--- src/rtl/pe_pkg.sv ---
// Shared types and sizing helpers for the output-stationary MAC processing element.
package pe_pkg;

  typedef enum logic [0:0] {
    PE_COMPUTE = 1'b0,
    PE_DRAIN   = 1'b1
  } pe_state_e;

  localparam int unsigned PE_DEFAULT_OPERAND_WIDTH    = 8;
  localparam int unsigned PE_DEFAULT_ACCUMULATE_WIDTH = 16;
  localparam int unsigned PE_DEFAULT_DRAIN_DEPTH      = 3;
  // The accumulator must hold a full-width product without loss.
  localparam int unsigned PE_ACC_MIN_FACTOR           = 2;

  function automatic bit acc_width_ok(input int unsigned operand_w, input int unsigned acc_w);
    return acc_w >= PE_ACC_MIN_FACTOR * operand_w;
  endfunction

  // Counter must hold DRAIN_DEPTH; kept at least one bit wide so depth 0 still elaborates.
  function automatic int unsigned drain_cnt_width(input int unsigned depth);
    int unsigned w;
    w = $clog2(depth + 1);
    return (w < 1) ? 1 : w;
  endfunction

  localparam int unsigned PE_DRAIN_CNT_W = drain_cnt_width(PE_DEFAULT_DRAIN_DEPTH);

endpackage

--- src/rtl/pe_sat_add.sv ---
// Accumulator adder with carry/sign overflow detection; clamps on overflow
// when PE_SATURATE_EN is defined, otherwise wraps.
module pe_sat_add
  import pe_pkg::*;
#(
  parameter int unsigned WIDTH = PE_DEFAULT_ACCUMULATE_WIDTH
) (
  input  logic [WIDTH-1:0] acc_i,
  input  logic [WIDTH-1:0] addend_i,
  input  logic             signed_i,
  output logic [WIDTH-1:0] sum_o,
  output logic             overflow_o
);

  logic [WIDTH:0]   sum_full;
  logic [WIDTH-1:0] sum_raw;
  logic             carry_ovf;
  logic             sign_ovf;

  always_comb begin
    sum_full  = {1'b0, acc_i} + {1'b0, addend_i};
    sum_raw   = sum_full[WIDTH-1:0];
    carry_ovf = sum_full[WIDTH];
    sign_ovf  = (acc_i[WIDTH-1] == addend_i[WIDTH-1]) && (sum_raw[WIDTH-1] != acc_i[WIDTH-1]);
    overflow_o = signed_i ? sign_ovf : carry_ovf;
`ifdef PE_SATURATE_EN
    if (overflow_o) begin
      if (!signed_i) begin
        sum_o = '1;
      end else if (acc_i[WIDTH-1]) begin
        sum_o = {1'b1, {(WIDTH-1){1'b0}}};
      end else begin
        sum_o = {1'b0, {(WIDTH-1){1'b1}}};
      end
    end else begin
      sum_o = sum_raw;
    end
`else
    sum_o = sum_raw;
`endif
  end

endmodule

--- src/rtl/pe_os_mac.sv ---
// Output-stationary MAC PE: forwards operands east/south, accumulates locally and
// drains its result followed by upstream results down the column. Option: PE_SATURATE_EN.
module pe_os_mac
  import pe_pkg::*;
#(
  parameter int unsigned OPERAND_WIDTH    = PE_DEFAULT_OPERAND_WIDTH,
  parameter int unsigned ACCUMULATE_WIDTH = PE_DEFAULT_ACCUMULATE_WIDTH,
  parameter int unsigned DRAIN_DEPTH      = PE_DEFAULT_DRAIN_DEPTH
) (
  input  logic                        clk_i,
  input  logic                        reset_n,
  input  logic [OPERAND_WIDTH-1:0]    a_i,
  input  logic                        a_valid_i,
  input  logic [OPERAND_WIDTH-1:0]    b_i,
  input  logic                        b_valid_i,
  input  logic                        signed_i,
  input  logic                        clear_i,
  input  logic                        drain_i,
  input  logic [ACCUMULATE_WIDTH-1:0] c_in_i,
  input  logic                        c_in_valid_i,
  output logic [OPERAND_WIDTH-1:0]    a_o,
  output logic                        a_valid_o,
  output logic [OPERAND_WIDTH-1:0]    b_o,
  output logic                        b_valid_o,
  output logic [ACCUMULATE_WIDTH-1:0] c_o,
  output logic                        c_valid_o,
  output logic                        overflow_o,
  output logic                        busy_o
);

  localparam int unsigned CNT_W = drain_cnt_width(DRAIN_DEPTH);
  localparam int unsigned EXT_W = ACCUMULATE_WIDTH - OPERAND_WIDTH;

  if (!acc_width_ok(OPERAND_WIDTH, ACCUMULATE_WIDTH)) begin : g_bad_acc_width
    $error("pe_os_mac: ACCUMULATE_WIDTH must be at least 2*OPERAND_WIDTH");
  end

  pe_state_e                   state_q, state_d;
  logic [CNT_W-1:0]            drain_cnt_q, drain_cnt_d;
  logic [ACCUMULATE_WIDTH-1:0] acc_q, acc_d;
  logic [ACCUMULATE_WIDTH-1:0] c_q, c_d;
  logic                        c_valid_q, c_valid_d;
  logic                        overflow_q, overflow_d;
  logic [OPERAND_WIDTH-1:0]    a_q, b_q;
  logic                        a_valid_q, b_valid_q;

  logic                        fire;
  logic [ACCUMULATE_WIDTH-1:0] a_ext, b_ext, product;
  logic [ACCUMULATE_WIDTH-1:0] acc_base, acc_sum, acc_next;
  logic                        add_ovf;

  assign fire = (state_q == PE_COMPUTE) && a_valid_i && b_valid_i;

  // Multiplying the extended operands modulo 2^ACCUMULATE_WIDTH yields the
  // correctly sign- or zero-extended full product because the width is >= 2*OPERAND_WIDTH.
  assign a_ext    = {{EXT_W{signed_i & a_i[OPERAND_WIDTH-1]}}, a_i};
  assign b_ext    = {{EXT_W{signed_i & b_i[OPERAND_WIDTH-1]}}, b_i};
  assign product  = a_ext * b_ext;
  assign acc_base = clear_i ? '0 : acc_q;

  pe_sat_add #(
    .WIDTH(ACCUMULATE_WIDTH)
  ) u_sat_add (
    .acc_i     (acc_base),
    .addend_i  (product),
    .signed_i  (signed_i),
    .sum_o     (acc_sum),
    .overflow_o(add_ovf)
  );

  assign acc_next = fire ? acc_sum : acc_base;

  // NOTE: every variable driven here gets a default first so no path leaves it unassigned (no latches).
  always_comb begin
    state_d     = state_q;
    drain_cnt_d = drain_cnt_q;
    acc_d       = acc_q;
    c_d         = c_q;
    c_valid_d   = 1'b0;
    overflow_d  = overflow_q;
    unique case (state_q)
      PE_COMPUTE: begin
        acc_d      = acc_next;
        overflow_d = (overflow_q & ~clear_i) | (fire & add_ovf);
        if (drain_i) begin
          c_d        = acc_next;
          c_valid_d  = 1'b1;
          acc_d      = '0;
          overflow_d = 1'b0;
          if (DRAIN_DEPTH > 0) begin
            state_d     = PE_DRAIN;
            drain_cnt_d = CNT_W'(DRAIN_DEPTH);
          end
        end
      end
      PE_DRAIN: begin
        c_d         = c_in_i;
        c_valid_d   = c_in_valid_i;
        drain_cnt_d = drain_cnt_q - CNT_W'(1);
        if (drain_cnt_q == CNT_W'(1)) begin
          state_d = PE_COMPUTE;
        end
      end
      default: state_d = PE_COMPUTE;
    endcase
  end

  // NOTE: sequential state uses non-blocking assignments so all registers update from pre-edge values.
  always_ff @(posedge clk_i or negedge reset_n) begin
    if (!reset_n) begin
      state_q     <= PE_COMPUTE;
      drain_cnt_q <= '0;
      acc_q       <= '0;
      c_q         <= '0;
      c_valid_q   <= 1'b0;
      overflow_q  <= 1'b0;
      a_q         <= '0;
      a_valid_q   <= 1'b0;
      b_q         <= '0;
      b_valid_q   <= 1'b0;
    end else begin
      state_q     <= state_d;
      drain_cnt_q <= drain_cnt_d;
      acc_q       <= acc_d;
      c_q         <= c_d;
      c_valid_q   <= c_valid_d;
      overflow_q  <= overflow_d;
      a_q         <= a_i;
      a_valid_q   <= a_valid_i;
      b_q         <= b_i;
      b_valid_q   <= b_valid_i;
    end
  end

  assign a_o        = a_q;
  assign a_valid_o  = a_valid_q;
  assign b_o        = b_q;
  assign b_valid_o  = b_valid_q;
  assign c_o        = c_q;
  assign c_valid_o  = c_valid_q;
  assign overflow_o = overflow_q;
  assign busy_o     = (state_q == PE_DRAIN);

endmodule

--- config.mk ---
export PLATFORM = sky130hd
export DESIGN_NAME = pe_os_mac
export DESIGN_NICKNAME = d
export VERILOG_FILES = /design/src/rtl/pe_pkg.sv /design/src/rtl/pe_sat_add.sv /design/src/rtl/pe_os_mac.sv
export SDC_FILE = /design/constraint.sdc
export NUM_CORES = 1
export LEC_CHECK = 0
export BUFFER_PORTS_ARGS = -buffer_cell sky130_fd_sc_hd__buf_2
export CAP_MARGIN = 20
export CORE_MARGIN = 3
export CORE_UTILIZATION = 45
export CTS_CLUSTER_SIZE = 24
export DETAILED_ROUTE_END_ITERATION = 8
export GPL_ROUTABILITY_DRIVEN = 0
export PLACE_DENSITY = 0.77
export SYNTH_ARGS = -nofsm -noshare
export SYNTH_HDL_FRONTEND = slang
export SYNTH_SLANG_ARGS = --single-unit
--- constraint.sdc ---
create_clock -name clk_i -period 2.9 [get_ports clk_i]
set_input_delay 0.87 -clock clk_i [delete_from_list [all_inputs] [get_ports clk_i]]
set_output_delay 0.87 -clock clk_i [all_outputs]
set_load 0.05 [all_outputs]
After elaboration in Yosys (flattened, before gate mapping)
Index checks and enable logic that the tools add are counted.

Flip-flop bits (word level): 55. Bits of input ports: 40. Output and inout port bits: 37. Word-level logic and storage cells: 40.

$add $sub $neg: 2. $mul: 1. Eq/ne operators: 4. Mux-type cells: 13. Bitwise logic cells: 7. Reduce and logical (&&, ||, !) cells: 3.

Operators by type and width (number): two-way mux 16 bit (4); one-hot mux 16 bit (2 select lines) (1); adder 16 x 16 -> 17 bit (1); multiplier 9 x 9 -> 16 bit (1); bitwise AND 1 bit (4); two-way mux 1 bit (4); one-hot mux 1 bit (2 select lines) (2); one-hot mux 2 bit (2 select lines) (1); logical AND 1 bit (3); == test 2 x 1 -> 1 bit (second input constant) (1); two-way mux 2 bit (1); inequality test 2 bit (second input constant) (1); inverter 1 bit (2); subtractor 2 x 1 -> 2 bit (second input constant) (1); == test 1 bit (1); inequality test 1 bit (1); bitwise OR 1 bit (1).

Longest topological paths before layout
Gate-level depths: netlist (run 1).

Depth in word-level cells: 9. Depth in mapped cells: 27. Mapped depth without buffers: 26.

Cells and area by module
From an unflattened synthesis (run 1), not the netlist that was laid out.

Cell total of the unflattened synthesis: 622. Area total of the unflattened synthesis: 5681.7 µm².

Modules (own cells, without submodules): pe_os_mac (times used 1, cells an instance 536, area an instance 4984.8 µm², seq. area each 1376.3 µm²); pe_sat_add (times used 1, cells an instance 86, area an instance 696.9 µm², seq. area each 0.0 µm²).

Least setup slack after synthesis (run 1)
No wires, ideal clock.

Path kind: input -> register. Start: input b_i[7]. End: register acc_q[15]. Library setup time: 0.122 ns. Data arrival time: 6.845 ns. Data required time: 2.778 ns. Slack: -4.066 ns. Stages on the path: 24. Buffers on the path: 2. Cell sequence: clkbuf_1 -> nand2_1 -> or2_2 -> fa_1 -> fa_1 -> inv_1 -> fa_1 -> fa_1 -> inv_1 -> fa_1 -> inv_1 -> ha_1 -> inv_1 -> o21ai_0 -> a21oi_1 -> o21ai_0 -> or4_1 -> nand3_1 -> ha_1 -> clkbuf_1 -> a21oi_1 -> o221ai_1 -> a311o_1 -> a32o_1.

Longest elaborated chain between the ends: 5.

RTL lines: from (decl) (line pe_os_mac.sv:14) `input logic [OPERAND_WIDTH-1:0] b_i,`; bitwise AND 1 bit (line pe_os_mac.sv:57) `assign b_ext = {{EXT_W{signed_i & b_i[OPERAND_WIDTH-1]}}, b_i};`; multiplier 9 x 9 -> 16 bit (*) (line pe_os_mac.sv:58) `assign product = a_ext * b_ext;`; adder 16 x 16 -> 17 bit (*) (line pe_sat_add.sv:21) `sum_full = {1'b0, acc_i} + {1'b0, addend_i};`; two-way mux 16 bit (*) (line pe_os_mac.sv:71) `assign acc_next = fire ? acc_sum : acc_base;`; two-way mux 16 bit (*) (line pe_os_mac.sv:85) `if (drain_i) begin`; to (signal assigned) (line pe_os_mac.sv:113) `acc_q <= '0;`; to (signal assigned) (line pe_os_mac.sv:124) `acc_q <= acc_d;`; to (decl) (line pe_os_mac.sv:40) `logic [ACCUMULATE_WIDTH-1:0] acc_q, acc_d;`.

Mark *: on every way between the ends. The rest lies on a longest branch, timed or not. A chain may end at the register's enable or synchronous reset.

Final worst setup path (run 1)
Start: input signed_i. End: register acc_q[15].

Longest elaborated chain between the ends: 5. Elaborated cells on any way between the ends: 6. Those cells by class: add/sub (1); mul (1); mux (2); bitwise (2).

RTL lines: from (decl) (line pe_os_mac.sv:16) `input logic signed_i,`; bitwise AND 1 bit (on tied branches) (line pe_os_mac.sv:56, pe_os_mac.sv:57); multiplier 9 x 9 -> 16 bit (*) (line pe_os_mac.sv:58); adder 16 x 16 -> 17 bit (*) (line pe_sat_add.sv:21); two-way mux 16 bit (*) (line pe_os_mac.sv:71); two-way mux 16 bit (*) (line pe_os_mac.sv:85).

Marked as above.

==> results.toml, run 1 <==
[status]
status = "finished, violations left"
violations = "setup timing"

[pwr]
total_leakage_power_uw = 0.00404
powerDensity_nw_per_um2 = 1240
power.switching_uw = 4800
ir_worst_vdd_mv = 1.16
comb_power_share = 0.819
swShare = 0.473
pwr-share-clk = 0.074
seq_power_share = 0.107
internal_power_uw = 5340

[timing]
fin_crit_sh = 2.10
worst_pin_slew_ns = 0.636
fin_ws_ns = -3.19
max_freq_mhz = 164
slew_headroom = 0.576
rsz0062_at_grt = "yes"
hold-worst-slack_ns = 0.486
layout_min_cycle_time_ns = 6.09
hold_violations = 0
report.final.slew_viol_count = 0
fin_worst_skew_ns = 0.0111
finalSetupViolations = 27

[route]
drtAntennaViolNets = 0
drt-initial-drc-count = 240
drt_first_pass_iters = 5
avgRoutedWirePerCell_um = 16.5
drc = 0
finalWirelength_mm = 15.9
num_vias = 5022
via_per_inst = 5.21

[global_routing]
grt_pass1_vias = 5633
grt_use_total = 0.236
antenna_found_initial = 0
grt_max_degree = 47
grt_pass1_wl_mm = 27.1
overflow = 0

[yosys]
seq_area_frac_synth = 0.241
synth_top_area_cell = "dfrtp_1"
synth_edf_count = 0
synth_nets = 767
ys.flop_type = "dfrtp_1"
synth_top_area_share = 0.241
yosysMostFrequentCell = "inv_1"
synth_commonest_cells = "81 x inv_1, 74 x nand2_1, 64 x fa_1"
yosys_warnings = 0
ys_async_sr_fraction = 1.00
synth_cell_types = 49
avgSynthCellArea_um2 = 9.31
ys_ff_latch = 55
synth_area_um2 = 5710
synthCells = 613
yosys-top-cells-area = "dfrtp_1 24%, fa_1 22%, ha_1 11%, inv_1 5.3%, nand2_1 4.9%"

[place]
hpwl_mm = 11.8
place_ws_ns = -3.71
port-buffer-count = 76

[critical_path]
endpoint_kind = "flop"
critPathArrivalTime_ns = 6.29
cp_max_fo = 3
r2r_start = "acc_q[5]"
cp_data_required_time_ns = 3.10
worstPathCellList = "buf_12 -> nand2_8 -> or2_4 -> fa_1 -> fa_1 -> inv_2 -> fa_1 -> fa_1 -> inv_2 -> fa_1 -> inv_2 -> ha_4 -> inv_4 -> o21ai_2 -> a21oi_2 -> o21ai_2 -> xor2_1 -> ha_1 -> a21oi_2 -> o21bai_2 -> a21oi_2 -> o221ai_2 -> a311o_1 -> a32o_1"
startpoint = "signed_i"
cp_num_buf_inv = 5
critPathLaunchType = "input port"
crit_type = "in -> reg"
slowest_stage = "fa_1"
cpLargestDelayFamily = "adder cells"
slowest_delay_ns = 0.54
worst_path_most_repeated_cell = "fa_1"

[clocking]
cts_root_buf = "clkbuf_16"
htreeDepth = 2
cts_tree = "yes"
cts-buffers-inserted = 5
clock_path_buffers = 2
clk_latency_ns = 0.31
numClockSinks = 55
cts.clk_slew.worst_paths_ns = 0.08

[die]
core_area_um2 = 12200
pin_count = 77
die_height_um = 119
rows = 40
dieArea_um2 = 14100
initial_core_util = 0.467
die_w_um = 119

[cells_and_area]
syn_to_final_growth_pct = 43.1
final.fill_count = 943
regArea_um2 = 1380
utilization = 0.669
diodes = 0
drive_above_1_share = 0.401
nNetsFinal = 949
multi_input_area_um2 = 4590

[min_path]
hold_class = "reg -> reg"
hold_path_startpoint = "drain_cnt_q[0]"

[job]
maxCapViolations = 0
## worst reg2reg max path, cell delays in order (launching register included)
cell and delay [ns]:
dfrtp_1 0.38, nor2b_1 0.13, buf_4 0.14, ha_4 0.28, nand3_1 0.17, a211oi_4 0.39, nor3b_4 0.10, nor3_2 0.24
nor3_1 0.09, a311o_1 0.37, a32o_1 0.26
## cell families after synthesis
| family | Yosys count | share of synthesized area |
|---|---|---|
| flip-flops | 55 | 0.241 |
| buffers and inverters | 107 | 0.0704 |
| XOR/XNOR | 25 | 0.0384 |
| AND/OR/NAND/NOR | 186 | 0.160 |
| multiplexers | 9 | 0.0158 |
| adder cells (fa/ha/maj) | 114 | 0.334 |
| AO/OA/AOI/OAI | 117 | 0.140 |
## flip-flops by register name (all words and copies together) (netlist names), 2 cells and up
register and count:
acc_q 16, c_o 16, a_o 8, b_o 8, drain_cnt_q 2
## cells in the final DEF, fill, tap and decap left out, drive strengths merged, types with 7 or more instances in the layout
cell,instances
o21ai,28
inv,81
a22o,13
nand3,10
and2,37
mux2i,9
ha,50
a211oi,8
fa,64
nand2,74
a21o,11
dfrtp,55
a21oi,21
xor2,7
buf,200
nor2b,20
nor2,23
xnor2,18
## timing repair
| item | in CTS | in global routing |
|---|---|---|
| pin swaps | 49 | 30 |
| cloned | 0 | 0 |
| resized for setup | 84 | 32 |
| hold buffers | 0 | 0 |
| buffers inserted | 18 | 5 |
| endpoints found under the setup margin | 29 | 28 |
## through the flow
step	cell area [um^2]	total power [uW]	TNS, ns	std cells
floorplan	6180	5490	-59.96	613
global placement	7300	7310	-72.60	937
detailed placement	7300	7560	-74.65	937
CTS	7990	9390	-62.89	961
global route	8160	11000	-67.57	964
finish	8160	10100	-63.68	964
## power groups by stage
stage | logic [uW] | clock network [uW] | registers, uW
3_5_place_dp | 6470 | 0 | 1090
6_report | 8300 | 754 | 1090
5_1_grt | 9060 | 799 | 1110
2_1_floorplan | 3940 | 0 | 1550
4_1_cts | 7540 | 762 | 1090
3_3_place_gp | 6220 | 0 | 1080
## area by class of cell
cell class / instances / area share
multi-input combinational: 451 / 0.562
timing repair buffer: 200 / 0.184
sequential: 55 / 0.169
inverter: 82 / 0.0380
tap: 168 / 0.0257
clock buffer: 5 / 0.0153
clock inverter: 3 / 0.00674
## final timing paths
check                      cells past startpoint              to  slack (ns)
max in group asynchronous                      2         c_o[10]        1.72
min reg2reg                                    1  drain_cnt_q[0]        0.49
min                                            1  drain_cnt_q[0]        0.49
min in group asynchronous                      1          a_o[3]        0.57
max reg2reg                                   10       acc_q[15]        0.24
max                                           24       acc_q[15]       -3.19
## layer usage
| metal | vias to the layer above | part of all wire | track usage |
|---|---|---|---|
| met1 | 2462 | 0.42 | 0.299 |
| li1 | 2368 | - | - |
| met4 | 0 | 0.024 | 0.0652 |
| met3 | 36 | 0.047 | 0.0359 |
| met5 | - | 0 | 0 |
| met2 | 156 | 0.51 | 0.421 |
Power figures use the tool's default switching activity.
==> run 2, diff against run 1 <==
--- a/config.mk
+++ b/config.mk
@@ -8,10 +8,11 @@
 export BUFFER_PORTS_ARGS = -buffer_cell sky130_fd_sc_hd__buf_2
 export CAP_MARGIN = 20
+export CORE_ASPECT_RATIO = 1.1
 export CORE_MARGIN = 3
-export CORE_UTILIZATION = 45
+export CORE_UTILIZATION = 55
 export CTS_CLUSTER_SIZE = 24
 export DETAILED_ROUTE_END_ITERATION = 8
 export GPL_ROUTABILITY_DRIVEN = 0
-export PLACE_DENSITY = 0.77
+export PLACE_DENSITY = 0.89
 export SYNTH_ARGS = -nofsm -noshare
 export SYNTH_HDL_FRONTEND = slang
==> constraint.sdc (replaced) <==
create_clock -name clk_i -period 2.9 [get_ports clk_i]
set_input_delay 0.29 -clock clk_i [delete_from_list [all_inputs] [get_ports clk_i]]
set_output_delay 0.29 -clock clk_i [all_outputs]
set_load 0.05 [all_outputs]
==> run 2 against run 1 <==
The run still ends with setup timing left. Final cell count decreased by 5.7%. Clock power decreased by 33%. First-iteration DRC count decreased by 8.8%. Setup slack improved by 0.48 ns. Core utilization increased by 13 points. Via count increased by 6.3%. Largest cell class unchanged. Largest power group unchanged.
==> results.toml, run 2 (synthesis gave the netlist of run 1 again) <==
[die]
pin_count = 77
dieArea_um2 = 11600
core_area_um2 = 9980
die_w_um = 103
rows = 38
die_height_um = 113
initial_core_util = 0.571

[cells_and_area]
diodes = 0
final_common_cell = "buf_4"
utilization = 0.799
syn_to_final_growth_pct = 39.8
nNetsFinal = 942
layout_common_cells = "96 x buf_4, 66 x buf_2, 65 x nand2_1"
fin_area_um2 = 7980
drive_above_1_share = 0.403
layoutNonFillerInstCount = 909

[place]
port-buffer-count = 76
dpl-instance-area_um2 = 7090
hpwl_mm = 12.0
placedCellCount = 881

[critical_path]
r2r_end = "acc_q[15]"
crit_type = "in -> reg"
startpoint = "signed_i"
endpoint_kind = "flop"
cp_data_required_time_ns = 3.13
r2r_slack_ns = 0.18
cp_max_fo = 5
critPathArrivalTime_ns = 5.83
r2r_start = "acc_q[7]"
ff2ff_path_depth = 9
critPathLaunchType = "input port"

[status]
violations = "setup timing"
status = "finished, violations left"

[route]
via_per_inst = 5.87
num_vias = 5337
avgRoutedWirePerCell_um = 20.0
drtAntennaViolNets = 0
drc = 0
finalWirelength_mm = 18.2
drt_first_pass_iters = 5
drt-initial-drc-count = 219

[clocking]
htreeDepth = 2
cts_tree = "yes"
clk_latency_ns = 0.34
numClockSinks = 55
hold_buffers = 0
cts-buffers-inserted = 5
cts.clk_slew.worst_paths_ns = 0.13
cts_root_buf = "clkbuf_8"
clock_path_buffers = 2

[timing]
fin_setup_tns_ns = -49.44
report.final.slew_viol_count = 0
fin_ws_ns = -2.71
hold-worst-slack_ns = 0.0793
fin_worst_skew_ns = 0.0161
layout_min_cycle_time_ns = 5.61
worst_pin_slew_ns = 1.00
finalSetupViolations = 25
hold_violations = 0
rsz0062_at_grt = "yes"
fin_crit_sh = 1.93
slew_headroom = 0.329
max_freq_mhz = 178

[global_routing]
grt_use_total = 0.299
overflow = 0
grt_max_degree = 41
grt_pass1_wl_mm = 27.5
antenna_found_initial = 0
grt_pass1_vias = 5827

[pwr]
total_leakage_power_uw = 0.00396
powerDensity_nw_per_um2 = 1350
ir_worst_vdd_mv = 1.02

[min_path]
hold_class = "in -> async"

[job]
maxCapViolations = 0
run 2: cell count changes in the layout (fill, tap and decap cells not counted), sizes merged:
cell    delta
bufinv     -1
inv        +2
buf        -7
clkinv     -1
run 2: worst max-delay path: stages:
cell and delay (ns):
buf_12 0.09, nand2_8 0.04, or2_4 0.22, fa_1 0.45
fa_1 0.51, inv_2 0.04, fa_1 0.50, fa_1 0.53
inv_2 0.05, fa_1 0.53, inv_2 0.07, ha_4 0.29
inv_2 0.03, o21ai_2 0.14, a21oi_2 0.11, o21ai_2 0.24
xor2_1 0.11, ha_1 0.36, buf_6 0.14, inv_2 0.04
o21bai_1 0.25, a21oi_2 0.14, mux2i_1 0.14, mux2i_1 0.13
o211ai_1 0.13, a22o_1 0.22
run 2: worst max-delay path by stage:
stage / to / slack, ns / depth (start not counted)
3_5_place_dp: acc_q[15] / -3.18 / 24
2_1_floorplan: acc_q[15] / -2.76 / 24
3_3_place_gp: acc_q[15] / -2.97 / 24
4_1_cts: acc_q[15] / -2.60 / 24
6_report: acc_q[14] / -2.71 / 26
5_1_grt: acc_q[14] / -2.88 / 25
run 2: what timing repair did:
item,4_1_cts,5_1_grt
resized for setup,84,53
endpoints found under the hold margin,0,0
buffers inserted,10,14
setup endpoints to repair,27,27
pin swaps,47,31
run 2: per-layer routing:
metal / part of all wire / global-route usage / wire length, um / up-vias
met5: 0 / 0 / 0 / -
met4: 0.066 / 0.149 / 1200 / 0
met3: 0.059 / 0.0444 / 1080 / 101
met2: 0.52 / 0.526 / 9360 / 285
met1: 0.36 / 0.349 / 6530 / 2596
li1: - / - / - / 2355
run 2: per-stage QoR:
step	power [uW]	worst slack (ns)
detailed placement	7620	-3.18
global route	11400	-2.88
floorplan	5470	-2.76
global placement	7230	-2.97
CTS	9330	-2.60
finish	10800	-2.71
run 2: power breakdown:
part           switching, uW  leakage (uW)  internal [uW]
Sequential               133      0.000683            972
Combinational           4910       0.00323           4270
Clock                    320     0.0000519            185
Total                   5360       0.00396           5430
run 2: cell type report:
cell class	instances	area, um^2
flip-flops and latches	55	1380
clock inverters	3	33.8
clock buffers	5	68.8
well taps	120	150
multi-input cells	451	4620
repair buffers	193	1430
inverters	82	308
fillers	556	2010
